`src/rtl/cpu_ctrl_fsm.sv`:
```
// cpu_ctrl_fsm: multi-cycle control sequencer for the RV32I core.
// Walks FETCH -> DECODE -> EXEC -> [MEM] -> WB, with TRAP and HALT side paths,
// and keeps the retired-instruction counter.
// Optional feature macro: CTRL_CSR_EN (CSR instructions retire through WB
// with csr_we; when undefined they are treated as invalid and trap).
module cpu_ctrl_fsm #(
    parameter logic [31:0] TRAP_VEC = 32'h0000_0000
) (
    input  logic        clk,
    input  logic        rst,
    output logic        imem_req,
    input  logic        imem_ack,
    output logic        ir_load,
    input  logic [5:0]  instr_id,
    input  logic [6:0]  opcode,
    input  logic        br_taken,
    output logic        alu_a_pc,
    output logic        alu_b_imm,
    output logic        dmem_req,
    output logic        dmem_we,
    input  logic        dmem_ack,
    output logic        rf_we,
    output logic [1:0]  wb_sel,
    output logic        csr_we,
    output logic        pc_we,
    output logic [1:0]  pc_sel,
    output logic        trap,
    output logic        halted,
    output logic [31:0] instret
);

    // Decoder instruction codes used for classification.
    localparam logic [5:0] I_INVALID = 6'd0;
    localparam logic [5:0] I_ECALL   = 6'd39;
    localparam logic [5:0] I_EBREAK  = 6'd40;
    localparam logic [5:0] I_CSRRW   = 6'd41;
    localparam logic [5:0] I_CSRRCI  = 6'd46;

    // RV32I major opcodes.
    localparam logic [6:0] OP_LUI    = 7'b0110111;
    localparam logic [6:0] OP_AUIPC  = 7'b0010111;
    localparam logic [6:0] OP_JAL    = 7'b1101111;
    localparam logic [6:0] OP_JALR   = 7'b1100111;
    localparam logic [6:0] OP_BRANCH = 7'b1100011;
    localparam logic [6:0] OP_LOAD   = 7'b0000011;
    localparam logic [6:0] OP_STORE  = 7'b0100011;
    localparam logic [6:0] OP_IMM    = 7'b0010011;
    localparam logic [6:0] OP_REG    = 7'b0110011;
    localparam logic [6:0] OP_FENCE  = 7'b0001111;
    localparam logic [6:0] OP_SYSTEM = 7'b1110011;

    typedef enum logic [2:0] {
        S_FETCH, S_DECODE, S_EXEC, S_MEM, S_WB, S_TRAP, S_HALT
    } state_t;

    typedef enum logic [3:0] {
        C_ALU, C_IMM, C_LUI, C_AUIPC, C_JAL, C_JALR, C_BRANCH,
        C_LOAD, C_STORE, C_ECALL, C_EBREAK, C_CSR, C_INVALID
    } cls_t;

    state_t      state_q, state_d;
    cls_t        cls_q, cls_d, cls_dec;
    logic [31:0] instret_q, instret_d;

    // The trap target is applied by the PC mux; it is carried here for reference only.
    logic unused_trap_vec;
    assign unused_trap_vec = ^TRAP_VEC;

    // Classify the decoder output; valid during DECODE, captured into cls_q.
    always_comb begin
        cls_dec = C_INVALID;
        if (instr_id != I_INVALID) begin
            case (opcode)
                OP_LUI:    cls_dec = C_LUI;
                OP_AUIPC:  cls_dec = C_AUIPC;
                OP_JAL:    cls_dec = C_JAL;
                OP_JALR:   cls_dec = C_JALR;
                OP_BRANCH: cls_dec = C_BRANCH;
                OP_LOAD:   cls_dec = C_LOAD;
                OP_STORE:  cls_dec = C_STORE;
                OP_IMM:    cls_dec = C_IMM;
                OP_REG:    cls_dec = C_ALU;
                OP_FENCE:  cls_dec = C_ALU;
                OP_SYSTEM: begin
                    if (instr_id == I_ECALL)
                        cls_dec = C_ECALL;
                    else if (instr_id == I_EBREAK)
                        cls_dec = C_EBREAK;
                    else if (instr_id >= I_CSRRW && instr_id <= I_CSRRCI)
`ifdef CTRL_CSR_EN
                        cls_dec = C_CSR;
`else
                        cls_dec = C_INVALID;
`endif
                end
                default:   cls_dec = C_INVALID;
            endcase
        end
    end

    // State, instruction class and retired counter registers.
    // NOTE: sequential state uses non-blocking (<=) so every flop samples pre-edge values.
    always_ff @(posedge clk or posedge rst) begin
        if (rst) begin
            state_q   <= S_FETCH;
            cls_q     <= C_INVALID;
            instret_q <= 32'd0;
        end else begin
            state_q   <= state_d;
            cls_q     <= cls_d;
            instret_q <= instret_d;
        end
    end

    // Next-state logic and Moore output decode (ir_load also follows imem_ack in FETCH).
    // NOTE: every signal gets a default first, so no path can leave one unassigned and infer a latch.
    always_comb begin
        state_d   = state_q;
        cls_d     = cls_q;
        instret_d = instret_q;
        imem_req  = 1'b0;
        ir_load   = 1'b0;
        alu_a_pc  = 1'b0;
        alu_b_imm = 1'b0;
        dmem_req  = 1'b0;
        dmem_we   = 1'b0;
        rf_we     = 1'b0;
        wb_sel    = 2'd0;
        csr_we    = 1'b0;
        pc_we     = 1'b0;
        pc_sel    = 2'd0;
        trap      = 1'b0;
        halted    = 1'b0;
        instret   = instret_q;

        case (state_q)
            S_FETCH: begin
                imem_req = 1'b1;
                if (imem_ack) begin
                    ir_load = 1'b1;
                    state_d = S_DECODE;
                end
            end
            S_DECODE: begin
                cls_d   = cls_dec;
                state_d = S_EXEC;
            end
            S_EXEC: begin
                state_d = S_WB;
                case (cls_q)
                    C_LOAD, C_STORE: begin
                        alu_b_imm = 1'b1;
                        state_d   = S_MEM;
                    end
                    C_IMM, C_JALR, C_LUI: alu_b_imm = 1'b1;
                    C_AUIPC: begin
                        alu_a_pc  = 1'b1;
                        alu_b_imm = 1'b1;
                    end
                    C_JAL:   alu_a_pc = 1'b1;
                    C_EBREAK: begin
                        state_d   = S_HALT;
                        instret_d = instret_q + 32'd1;
                    end
                    C_ECALL, C_INVALID: state_d = S_TRAP;
                    default: ;
                endcase
            end
            S_MEM: begin
                dmem_req = 1'b1;
                dmem_we  = (cls_q == C_STORE);
                if (dmem_ack)
                    state_d = S_WB;
            end
            S_WB: begin
                pc_we     = 1'b1;
                rf_we     = 1'b1;
                state_d   = S_FETCH;
                instret_d = instret_q + 32'd1;
                case (cls_q)
                    C_BRANCH: begin
                        rf_we  = 1'b0;
                        pc_sel = br_taken ? 2'd1 : 2'd0;
                    end
                    C_STORE: rf_we = 1'b0;
                    C_LOAD:  wb_sel = 2'd1;
                    C_JAL: begin
                        wb_sel = 2'd2;
                        pc_sel = 2'd1;
                    end
                    C_JALR: begin
                        wb_sel = 2'd2;
                        pc_sel = 2'd2;
                    end
`ifdef CTRL_CSR_EN
                    C_CSR: begin
                        wb_sel = 2'd3;
                        csr_we = 1'b1;
                    end
`endif
                    default: ;
                endcase
            end
            S_TRAP: begin
                pc_we   = 1'b1;
                pc_sel  = 2'd3;
                trap    = 1'b1;
                state_d = S_FETCH;
            end
            S_HALT: halted = 1'b1;
            default: state_d = S_FETCH;
        endcase

        // Outputs read as idle for as long as reset is held.
        if (rst) begin
            imem_req  = 1'b0;
            ir_load   = 1'b0;
            alu_a_pc  = 1'b0;
            alu_b_imm = 1'b0;
            dmem_req  = 1'b0;
            dmem_we   = 1'b0;
            rf_we     = 1'b0;
            wb_sel    = 2'd0;
            csr_we    = 1'b0;
            pc_we     = 1'b0;
            pc_sel    = 2'd0;
            trap      = 1'b0;
            halted    = 1'b0;
            instret   = 32'd0;
        end
    end

endmodule

```
`config.mk`:
```
export PLATFORM = sky130hd
export DESIGN_NAME = cpu_ctrl_fsm
export DESIGN_NICKNAME = d
export VERILOG_FILES = /design/src/rtl/cpu_ctrl_fsm.sv
export SDC_FILE = /design/constraint.sdc
export NUM_CORES = 1
export LEC_CHECK = 0
export ABC_AREA = 1
export BUFFER_PORTS_ARGS = -buffer_cell sky130_fd_sc_hd__buf_2
export CAP_MARGIN = 20
export CORE_MARGIN = 1.5
export CORE_UTILIZATION = 45
export DETAILED_ROUTE_END_ITERATION = 10
export PLACE_DENSITY = 0.76
export SLEW_MARGIN = 20
export SYNTH_ARGS = -nofsm -noshare
export SYNTH_HDL_FRONTEND = slang
export SYNTH_SLANG_ARGS = --single-unit
```
`constraint.sdc`:
```
create_clock -name clk -period 1.7 [get_ports clk]
set_input_delay 0.17 -clock clk [delete_from_list [all_inputs] [get_ports clk]]
set_output_delay 0.17 -clock clk [all_outputs]
set_load 0.1 [all_outputs]
```
==> reports/results.txt <==
Setup Skew = 7.263 ps
post-synthesis register bit count = 39
DIE HEIGHT = 82.78 µm
initial antenna violation count = 0
Tot Pwr = 1.682 mW
multiplexer area fraction after synthesis = 0%
dpl cells = 598
RSZ-0062 raised after global routing = yes
Post-Syn Nets = 472
Synth area leader = dfrtp_1
max cap viols = 0
H-tree depth = 2
crit end category = output pin
synthesized cell area = 0.002864 mm²
reg2reg path depth = 8
Critical Path, Cell by Cell = nand2_4 -> nor2_4 -> a21oi_2 -> o22ai_2 -> buf_12
Worst IR Drop VDD = 0.2792 mV
CP peak stage delay = 610 ps
CP arrival = 1600 ps
CP top delay family = flip-flops
largest family of logic cells by synthesized area = simple AND/OR/NAND/NOR gates
DR DRC count = 0
WP depth = 5
via count of the first global-routing pass = 2977
failing checks = setup timing
Avg Cell Area, Syn = 6.322 µm²
top post-synthesis cells by area = dfrtp_1, nand2_1, nor2_1
Worst Slack Setup Final = -71.96 ps
CTS sink cnt = 39
most frequent cells in the layout = nand2_1, inv_1, nor2_1
Synth top area share = 32.33%
Critical-path top delay cell = dfstp_2
IO Pins = 65
total track usage = 24.20%
Total Nets Final = 564
port bufs = 63
initial DRC count = 143
share of cells above drive strength 1 = 33.70%
synth warn = 0
Main synth FF type = dfrtp_1
CTS tree = built
Critical path buffers and inverters = 1
Worst Setup Start Kind = register
Syn Inst Count = 453
simple logic cell fraction of the synthesized area = 43.60%
Synth Area in Adders = 0.4369%
status = complete, but fails checks
DRT Wirelength = 7731 µm
XOR/XNOR Fraction of Synth Area = 5.810%
pin count of the biggest net entering global routing = 37
number of diodes = 0
worst path required time = 1530 ps
Layout area overhead = 41.94%
sequential share of the synthesized area = 34.16%
DP Wirelength = 5760 µm
asr flop ratio synth = 100.0%
Final Max Tran Viols = 0
kind of critical path = reg2out
Worst-Skew Late Latency = 290 ps
pwr dens = 413.7 mW/mm²
gr ovfl total = 0
EDFF count, synth = 0
leakage power = 1.897 nW
Fill cells = 518
Clk pin slew, worst setup/hold paths = 70 ps
Hold Vio Cnt, Final = 0
Routed Antenna Nets = 0
RePlAce Congestion = 0.8924
Initial Util = 47.53%
FP Rows = 28
final period utilization = 104.2%
core area = 0.006026 mm²
number of buffers created by CTS = 5
most common cell after layout, fill and taps aside = nand2_1
final setup violating endpoints = 8
Synth cell types = 32
clk buf depth = 2
Compound-Gate Fraction of Synth Area = 4.980%
Tmin final = 1772 ps
vias = 3134
First-pass DRT Iterations = 4
Die Span X = 82.78 µm
Max FO, Critical Path = 5
WL/cell = 12.45 µm
first-pass GRT wire length = 12920 µm
Vias/cell = 5.047
Hold Path Class = in2async
full die area = 0.006852 mm²
max frequency = 564.3 MHz
clk root buf = clkbuf_8
final instance count without filler cells = 621
==> metrics by stage <==
step | hold WS [ps] | setup WS [ps] | utilization, % | area (µm²) | TNS, ps
floorplan | 324.2 | -389.9 | - | 3093 | -2509
global placement | 130.7 | 101.8 | 62.38 | 3759 | 0
detailed placement | 128.6 | 35.48 | 62.38 | 3759 | 0
CTS | 163.8 | -45.81 | 66.09 | 3983 | -198.8
global route | 199.6 | -140.5 | 67.46 | 4065 | -1042
finish | 151.3 | -71.96 | 67.46 | 4065 | -331.9
==> kinds of logic (layout without fill, tap and decap cells) <==
logic type	count (synthesis)	count (layout)
AO/OA/AOI/OAI	25	25
XOR/XNOR	19	19
adder cells (fa/ha/maj)	1	1
buffers and inverters	79	172
flip-flops	39	39
other	1	1
AND/OR/NAND/NOR	289	289
==> worst register-to-register path: stages (launching register included) <==
cell and delay (ps):
dfstp_2 530, buf_4 130, nand2_2 90, nor2_4 160, nand2_2 80, nand2_4 140, buf_4 160, nand2_1 70
xor2_1 150
==> final timing paths <==
path                          startpoint       endpoint  slack (ps)
min                                  rst   instret_q[0]         150
min reg2reg                instret_q[21]  instret_q[21]         500
max reg2reg                     cls_q[3]  instret_q[16]          60
min in group clk                dmem_ack     state_q[0]         190
max                             cls_q[2]      pc_sel[0]         -70
max in group asynchronous            rst     state_q[1]        1080
==> cell usage after synthesis, types with 2 or more instances <==
cell type and n:
inv_2 3, o21ai_0 13, nand2_2 3, nor3_1 16, nand3b_1 2, dfstp_2 2, xor2_1 19, nand2_1 118
clkbuf_1 5, buf_4 2, nor2_2 6, nor2_1 97, dfrtp_1 37, nor2_4 2, nand4_1 12, a21oi_1 5
nor3b_1 2, inv_1 68, nand3_1 28
==> per-layer routing <==
layer | vias up | global-route usage, % | part of all wire [%]
li1 | 1582 | - | -
met1 | 1449 | 30.53 | 44
met2 | 89 | 42.76 | 50
met3 | 14 | 4.153 | 4.3
met4 | 0 | 6.000 | 1.6
met5 | - | 0 | 0
==> power by group <==
part / switching (mW) / internal (mW)
combinational: 0.102 / 0.0395
sequential: 0 / 0.927
clock: 0.321 / 0.292
==> sequential cells by signal, summed over array words and instances, names as in the netlist <==
name       count
instret_q     32
state_q        3
cls_q          4
==> final cells by class <==
| class | count | area [µm²] | area share [%] |
|---|---|---|---|
| Inverter | 71 | 270.3 | 6.648 |
| Tap cell | 75 | 93.84 | 2.308 |
| Clock buffer | 8 | 80.08 | 1.970 |
| Timing Repair Buffer | 93 | 764.5 | 18.81 |
| Multi-Input combinational cell | 335 | 1874 | 46.11 |
| Sequential cell | 39 | 982.2 | 24.16 |
==> repair_timing <==
action	in CTS	in global routing
setup buffers	12	2
hold buffers	1	0
gates cloned	0	0
pin swaps	11	8
hold endpoints to repair	3	0
resized for setup	12	18
setup endpoints to repair	9	35
No activity file was read; power rests on OpenSTA's default activity.
